$ cat src/rtl/twiddle_addr_sequencer.sv
// Twiddle ROM address sequencer for the radix-2 FFT datapath.
// Walks every stage and butterfly beat and drives the shared real/imag twiddle
// ROM address {stage, k}. It also tracks the ROM's one-cycle registered read
// and presents each twiddle to the butterfly unit with a valid/ready handshake.
//
//   state | meaning
//   ------+----------------------------------------------------------
//   IDLE  | waiting for start; rom_addr parks on the last presented address
//   RUN   | issuing addresses and presenting twiddles to the butterfly unit
//   DONE  | one-cycle completion pulse after the final transfer
module twiddle_addr_sequencer #(
  parameter int NUM_STAGES     = 7,
  parameter int BFLY_PER_STAGE = 8,
  parameter int ADDR_W         = 5,
  parameter int K_W            = 2
) (
  input  logic                  clk,
  input  logic                  rst_n,
  input  logic                  start,
  input  logic                  abort,
  input  logic                  bfly_ready,
  output logic [ADDR_W-1:0]     rom_addr,
  output logic                  tw_valid,
  output logic [ADDR_W-1:0]     tw_addr,
  output logic [ADDR_W-K_W-1:0] tw_stage,
  output logic                  tw_last_in_stage,
  output logic                  tw_last,
  output logic                  busy,
  output logic                  done
);

  localparam int SW    = ADDR_W - K_W;
  localparam int CLOG2 = $clog2(BFLY_PER_STAGE);
  // The beat counter must be at least K_W wide so k can be sliced from it.
  localparam int CW    = (CLOG2 > K_W) ? CLOG2 : K_W;

  typedef enum logic [1:0] {
    IDLE = 2'd0,
    RUN  = 2'd1,
    DONE = 2'd2
  } state_t;

  state_t           state_q;
  state_t           state_d;
  logic [SW-1:0]    stage_cnt;
  logic [CW-1:0]    bfly_cnt;
  logic             issued_all;

  logic             adv;
  logic             xfer;
  logic             issue;
  logic             clear;
  logic             bfly_end;
  logic             stage_end;
  logic [ADDR_W-1:0] issue_addr;

  assign adv        = !tw_valid || bfly_ready;
  assign xfer       = tw_valid && bfly_ready;
  assign bfly_end   = (bfly_cnt == CW'(BFLY_PER_STAGE - 1));
  assign stage_end  = (stage_cnt == SW'(NUM_STAGES - 1));
  assign issue_addr = {stage_cnt, bfly_cnt[K_W-1:0]};

  // A new address is issued only while running, not aborting, with the
  // presentation slot free or draining this cycle, and beats still pending.
  assign issue = (state_q == RUN) && !abort && adv && !issued_all;

  // Clearing happens on start acceptance from IDLE and on abort elsewhere.
  assign clear = ((state_q == IDLE) && start) || ((state_q != IDLE) && abort);

  // On a stall or outside RUN the ROM re-reads the presented address so its
  // registered output keeps holding the presented twiddle.
  assign rom_addr = issue ? issue_addr : tw_addr;

  assign busy = (state_q == RUN);
  assign done = (state_q == DONE);

  // State register.
  always_ff @(posedge clk or negedge rst_n) begin
    if (!rst_n) begin
      state_q <= IDLE;
    end else begin
      state_q <= state_d;
    end
  end

  // Next-state logic; abort overrides completion, start wins over abort in IDLE.
  always_comb begin
    state_d = state_q;
    case (state_q)
      IDLE: begin
        if (start) state_d = RUN;
      end
      RUN: begin
        if (abort)                  state_d = IDLE;
        else if (xfer && tw_last)   state_d = DONE;
      end
      DONE: begin
        state_d = IDLE;
      end
      default: begin
        state_d = IDLE;
      end
    endcase
  end

  // Beat counters and the presented-twiddle register bank.
  always_ff @(posedge clk or negedge rst_n) begin
    if (!rst_n) begin
      stage_cnt        <= '0;
      bfly_cnt         <= '0;
      issued_all       <= 1'b0;
      tw_valid         <= 1'b0;
      tw_addr          <= '0;
      tw_stage         <= '0;
      tw_last_in_stage <= 1'b0;
      tw_last          <= 1'b0;
    end else if (clear) begin
      stage_cnt        <= '0;
      bfly_cnt         <= '0;
      issued_all       <= 1'b0;
      tw_valid         <= 1'b0;
      tw_addr          <= '0;
      tw_stage         <= '0;
      tw_last_in_stage <= 1'b0;
      tw_last          <= 1'b0;
    end else if (issue) begin
      tw_valid         <= 1'b1;
      tw_addr          <= issue_addr;
      tw_stage         <= stage_cnt;
      tw_last_in_stage <= bfly_end;
      tw_last          <= bfly_end && stage_end;
      if (bfly_end) begin
        bfly_cnt  <= '0;
        stage_cnt <= stage_cnt + SW'(1);
        if (stage_end) issued_all <= 1'b1;
      end else begin
        bfly_cnt <= bfly_cnt + CW'(1);
      end
    end else if ((state_q == RUN) && adv) begin
      // Slot drained with nothing left to issue.
      tw_valid <= 1'b0;
    end
  end

endmodule

$ cat config.mk
export PLATFORM = sky130hd
export DESIGN_NAME = twiddle_addr_sequencer
export DESIGN_NICKNAME = d
export VERILOG_FILES = /design/src/rtl/twiddle_addr_sequencer.sv
export SDC_FILE = /design/constraint.sdc
export NUM_CORES = 1
export LEC_CHECK = 0
export BUFFER_PORTS_ARGS = -buffer_cell sky130_fd_sc_hd__buf_2
export CAP_MARGIN = 20
export CORE_MARGIN = 5
export CORE_UTILIZATION = 58
export CTS_BUF_LIST = sky130_fd_sc_hd__clkbuf_2 sky130_fd_sc_hd__clkbuf_4 sky130_fd_sc_hd__clkbuf_8
export DETAILED_ROUTE_END_ITERATION = 8
export GPL_ROUTABILITY_DRIVEN = 0
export PLACE_DENSITY = 0.92
export SLEW_MARGIN = 20
export SYNTH_ARGS = -nofsm -noshare
export SYNTH_HDL_FRONTEND = slang
export SYNTH_SLANG_ARGS = --single-unit
$ cat constraint.sdc
create_clock -name clk -period 3.35 [get_ports clk]
set_clock_uncertainty 0.1 [all_clocks]
set_input_delay 0.1675 -clock clk [delete_from_list [all_inputs] [get_ports clk]]
set_output_delay 0.1675 -clock clk [all_outputs]
set_load 0.02 [all_outputs]
## After elaboration in Yosys (flattened, before gate mapping)

Index checks and enable logic that the tools add are counted.

| storage, ports and cells | value |
|---|---|
| flip-flop bits (word level) | 20 |
| input bits | 5 |
| output and inout port bits | 18 |
| word-level logic and storage cells | 65 |

| cells by class | value |
|---|---|
| add/sub/neg operators | 2 |
| equality and inequality tests | 6 |
| mux-type cells | 25 |
| reductions and logical operators | 23 |

Operators by type and width:

| operator | count |
|---|---|
| $mux W3 | 8 |
| $mux W1 | 11 |
| $mux W5 | 2 |
| $logic_and A1 B1 Y1 | 9 |
| $reduce_bool A2 Y1 | 4 |
| $add A3 B1 Y3 const B | 2 |
| $eq A3 B3 Y1 const B | 2 |
| $mux W2 | 3 |
| $pmux W2 S2 | 1 |
| $reduce_and A2 Y1 | 2 |
| $logic_not A1 Y1 | 3 |
| $ne A3 B2 Y1 const B | 1 |
| $reduce_and A3 Y1 | 1 |
| $reduce_bool A3 Y1 | 1 |
| $eq A2 B1 Y1 const B | 1 |
| $eq A2 B2 Y1 const B | 1 |
| $logic_not A2 Y1 | 1 |
| $logic_or A1 B1 Y1 | 2 |
| $ne A2 B2 Y1 const B | 1 |

## Depth between registers and ports, before layout

| depth | value |
|---|---|
| depth after elaboration | 6 |
| mapped depth | 5 |
| mapped depth without buffers | 5 |

## Least setup slack after synthesis

OpenSTA, ideal clock, no wires.

| timing | value |
|---|---|
| kind | reg-to-reg |
| from | register state_q[1] |
| to | register tw_addr[4] |
| setup time | 0.118 ns |
| data arrival time | 1.733 ns |
| data required time | 3.132 ns |
| setup slack | 1.398 ns |
| cell stages (with the launch flop) | 5 |
| path buffers | 0 |
| clock period less this slack | 1.952 ns |
| path through | dfrtp_1 > or3b_4 > nor3_4 > mux2_2 > and2b_1 |

| between the ends | value |
|---|---|
| longest elaborated chain between the ends | 6 |
| elaborated cells on any way between the ends | 11 |
| those cells by class | eq/ne: 1; mux: 2; reduce/logical: 8 |

Ends and longest elaborated chain:

| element | line | source |
|---|---|---|
| start: declaration | 43 | `state_t state_q;` |
| start signal: assignment | 82 | `state_q <= state_d;` |
| $eq A2 B1 Y1 | 65 | `assign issue = (state_q == RUN) && !abort && adv && !issued_all;` |
| $logic_and A1 B1 Y1 (3 in series) | 65 |  |
| $mux W5 | -- |  |
| via rom_addr[4] | 22 | `output logic [ADDR_W-1:0] rom_addr,` |
| $mux W5 | 117 | `end else if (clear) begin` |
| end signal: assignment | 128 | `tw_addr <= issue_addr;` |
| end: declaration | 24 | `output logic [ADDR_W-1:0] tw_addr,` |

The timed path passes the listed nets, and every way through them passes these cells.
A chain may end at the register's enable or synchronous reset.

## Final worst setup path

| timing | value |
|---|---|
| from | register state_q[1] |
| to | output rom_addr[4] |

| between the ends | value |
|---|---|
| longest elaborated chain between the ends | 5 |

Ends and longest elaborated chain:

| element | line | source |
|---|---|---|
| $eq A2 B1 Y1 | 65 |  |
| $logic_and A1 B1 Y1 (3 in series) | 65 |  |
| $mux W5 | 72 | `assign rom_addr = issue ? issue_addr : tw_addr;` |
| end: declaration | 22 |  |

No other way between the ends.

==> metrics.md <==
| Metric | Value |
|---|---|
| Number of routed nets with antenna violations | `0` |
| Half-perimeter wire length after detailed placement | `roughly 1.3 mm` |
| Remaining global-route overflow | `0` |
| Number of buffers on the longest clock path | `2` |
| Number of DRC violations after detailed-routing iteration 0 | `8` |
| Post-CTS Repair Setup Buffers | `0` |
| CTS tree | `yes` |
| Root Driver | `sky130_fd_sc_hd__clkbuf_4` |
| Largest stage delay on the critical path | `0.58 ns` |
| Number of I/O port buffers | `22` |
| Pwr per Cell Area | `464.8 nW/um^2` |
| Non-filler instance count after layout | `114` |
| Count of fill cells added during filler insertion | `116` |
| Wire length on met3 | `123 um` |
| Transition at the pin with the smallest max-transition slack | `around 0.68 ns` |
| Initial antenna violation count | `0` |
| Number of cells after detailed placement | `109` |
| Count of pins over their slew limit | `0` |
| Category of cells accounting for the largest share of critical-path delay | `simple AND/OR/NAND/NOR gates` |
| Post-DR vias/cell | `5.632` |
| Unrepaired setup endpoints after global routing | `no` |
| Number of global-route vias before repair | `659` |
| Clock sink count | `20` |
| Growth of design area from synthesis to finish | `19.37%` |
| Max Fanout on Critical Path | `18` |
| First-pass GRT wire length | `3.091 mm` |
| Worst Path Buf+Inv | `1` |
| Hold Buf Count CTS | `1` |
| Reg area | `~500 um^2` |
| Max VDD drop | `443.0 uV` |
| Number of nets in the finished design | `108` |
| Category of the worst setup path launch point | `register` |
| Number of H-tree branching levels | `1` |
| Number of maximum-capacitance violations | `0` |
| Total detailed-routing wirelength | `~1.7 mm` |
| Cell with the biggest individual delay on the critical path | `sky130_fd_sc_hd__nor3_4` |
| Number of cells produced by synthesis | `73` |
| Number of failing hold endpoints at the final stage | `0` |
| Critical path data arrival time | `approximately 2.4 ns` |
| Cell type with the highest aggregate area in the netlist | `sky130_fd_sc_hd__dfrtp_1` |
| Clock latency on the worst-skew pair | `0.31 ns` |
| DR pass1 iterations | `4` |
| Total routing usage reported by global routing | `0.1616` |
| Highest attainable clock frequency | `382.4 MHz` |
| Total number of vias | `642` |
| Post-layout util | `0.7267` |
| Mapped Avg Cell Area | `12.56 um^2` |
| Per-cell routed wire length | `14.84 um` |
| Setup Viol. Count Final | `0` |
| HP Class | `in -> reg` |
| Metal-1 WL | `around 800 um` |
| Portion of the post-synthesis area used by sequential elements | `0.5457` |
| Cell leakage power | `0.6152 nW` |
| Cell Chain, Critical Path | `or3b_4 -> nor3_4 -> mux2_2 -> buf_2` |
| Count of unique library cells instantiated by Yosys | `24` |
| Clock buffers created by TritonCTS | `3` |
| Die height | `49.77 um` |
| Die X-Extent | `between 40 and 50 um` |
| Core footprint | `approximately 1500 um^2` |
| Final period util | `0.7806` |
| Count of instances resized after the clock tree is built | `0` |
| Area after DPL | `around 1000 um^2` |
| Register clock-pin slew on the reported worst setup and hold paths | `~0.12 ns` |
| Aggregate negative setup slack | `0 ns` |
| Yosys reg bits | `20` |
| Post-synthesis cell area | `917.1 um^2` |
| Clock period minus final worst setup slack | `~2.6 ns` |
| Routed length on met2 | `743 um` |
| Antenna diode count | `0` |
| Pin count of the biggest net entering global routing | `21` |
| Row count | `14` |
| Data required time of the critical path | `3.08 ns` |
| Fraction of layout cells with a size suffix above 1 | `0.3469` |
| I/O pins | `23` |
| Total number of yosys warnings | `0` |
| Kind of capture point of the worst setup path | `output port` |
| Max-slew headroom at the worst pin | `0.5465` |
| Post-synth top area share | `0.5457` |
| Floorplan die area | `2477 um^2` |
| Multi-input gate area | `394.1 um^2` |
| Top layer in use | `met4` |
| Status | `completed` |
| Remaining DRCs | `0` |
| Finished layout cell area | `1095 um^2` |
| Dominant cells by area after synthesis | `sky130_fd_sc_hd__dfrtp_1 (55%), sky130_fd_sc_hd__mux2_2 (7.4%), sky130_fd_sc_hd__a22o_1 (5.7%)` |
| Net count after synthesis | `82` |
| Initial Utilization | `0.6088` |
| Critical path class | `reg -> out` |
-- cells by family (layout without fill, tap and decap cells) --
group                    Yosys count  count (layout)  share of synthesized area
adder cells (fa/ha/maj)            4               4                    0.05457
XOR/XNOR                           1               1                   0.009552
buffers and inverters              4              29                    0.02455
multiplexers                       8               8                    0.09549
AND/OR/NAND/NOR                   21              21                     0.1446
AO/OA/AOI/OAI                     15              15                     0.1255
flip-flops                        20              20                     0.5457
-- power breakdown --
part,internal (mW),switching [mW],total [mW]
clock,0.121,0.0751,0.196
combinational,0.0232,0.0351,0.0582
sequential,0.248,0.00643,0.254
-- cells in the final DEF, fill, tap and decap left out, types with 2 or more instances in the layout --
cell type	instances
sky130_fd_sc_hd__buf_2	22
sky130_fd_sc_hd__dfrtp_1	20
sky130_fd_sc_hd__nor2_1	7
sky130_fd_sc_hd__mux2_2	6
sky130_fd_sc_hd__and2b_1	6
sky130_fd_sc_hd__a22o_1	6
sky130_fd_sc_hd__ha_1	4
sky130_fd_sc_hd__clkbuf_4	3
sky130_fd_sc_hd__nor2b_1	2
sky130_fd_sc_hd__inv_1	2
sky130_fd_sc_hd__a21oi_1	2
sky130_fd_sc_hd__nand2_1	2
sky130_fd_sc_hd__o2bb2ai_1	2
sky130_fd_sc_hd__mux2i_1	2
-- through the flow --
step	power, mW	hold slack [ns]	setup slack (ns)
after floorplan	0.2996	-0.2281	1.398
after global placement	0.3151	0.02828	1.129
after detailed placement	0.3171	0.03422	1.092
after CTS	0.5124	0.01448	0.7262
after global routing	0.5334	0.01426	0.6073
final	0.5088	0.01536	0.7349
-- worst register-to-register path: stages, from the launching register on --
cell,delay [ns]
sky130_fd_sc_hd__dfrtp_1,0.44
sky130_fd_sc_hd__or3b_4,0.43
sky130_fd_sc_hd__nor3_4,0.58
sky130_fd_sc_hd__mux2_2,0.42
sky130_fd_sc_hd__and2b_1,0.16
-- Yosys cell counts (all sizes together) --
cell type	instances
nand2	2
mux2	6
o21ai	1
nor2	7
mux2i	2
ha	4
o2bb2ai	2
a22o	6
and2b	6
nor3	1
nor2b	2
buf	1
a31oi	1
a211o	1
a21oi	2
dfrtp	20
and4	1
o21bai	1
xnor2	1
inv	2
clkbuf	1
or3b	1
a21o	1
nand3	1
-- per-layer routing --
metal | GRT usage | up-vias
met1 | 0.2155 | 303
met5 | 0 | -
met4 | 0.07860 | 0
li1 | - | 311
met3 | 0.04819 | 5
met2 | 0.2373 | 23
-- layout make-up --
class / count / share of cell area
Timing Repair Buffer: 23 / 0.1097
Clock buffer: 3 / 0.02057
Multi-Input combinational cell: 49 / 0.3600
Inverter: 2 / 0.006857
Clock inverter: 1 / 0.02743
Sequential cell: 20 / 0.4571
Tap cell: 16 / 0.01829
-- state kept, by name (all words and copies together) (netlist names) --
register          count
tw_valid              1
tw_stage              3
issued_all            1
stage_cnt             3
bfly_cnt              3
tw_last_in_stage      1
tw_addr               5
tw_last               1
state_q               2
-- final timing paths --
path                                         start                            to  slack (ns)  cells after the start
max                         state_q[1]$_DFFE_PN0P_                   rom_addr[4]        0.73                      4
min                                     bfly_ready        state_q[1]$_DFFE_PN0P_        0.02                      3
max reg2reg                 state_q[1]$_DFFE_PN0P_          tw_addr[0]$_DFF_PN0_        1.11                      4
min reg2reg                tw_stage[0]$_DFFE_PN0P_       tw_stage[0]$_DFFE_PN0P_        0.42                      1
max in group asynchronous                    rst_n          tw_addr[3]$_DFF_PN0_        2.63                      2
min in group asynchronous                    rst_n  tw_last_in_stage$_DFFE_PN0P_        0.21                      2
Note: power is estimated with default switching activity, not from simulation.
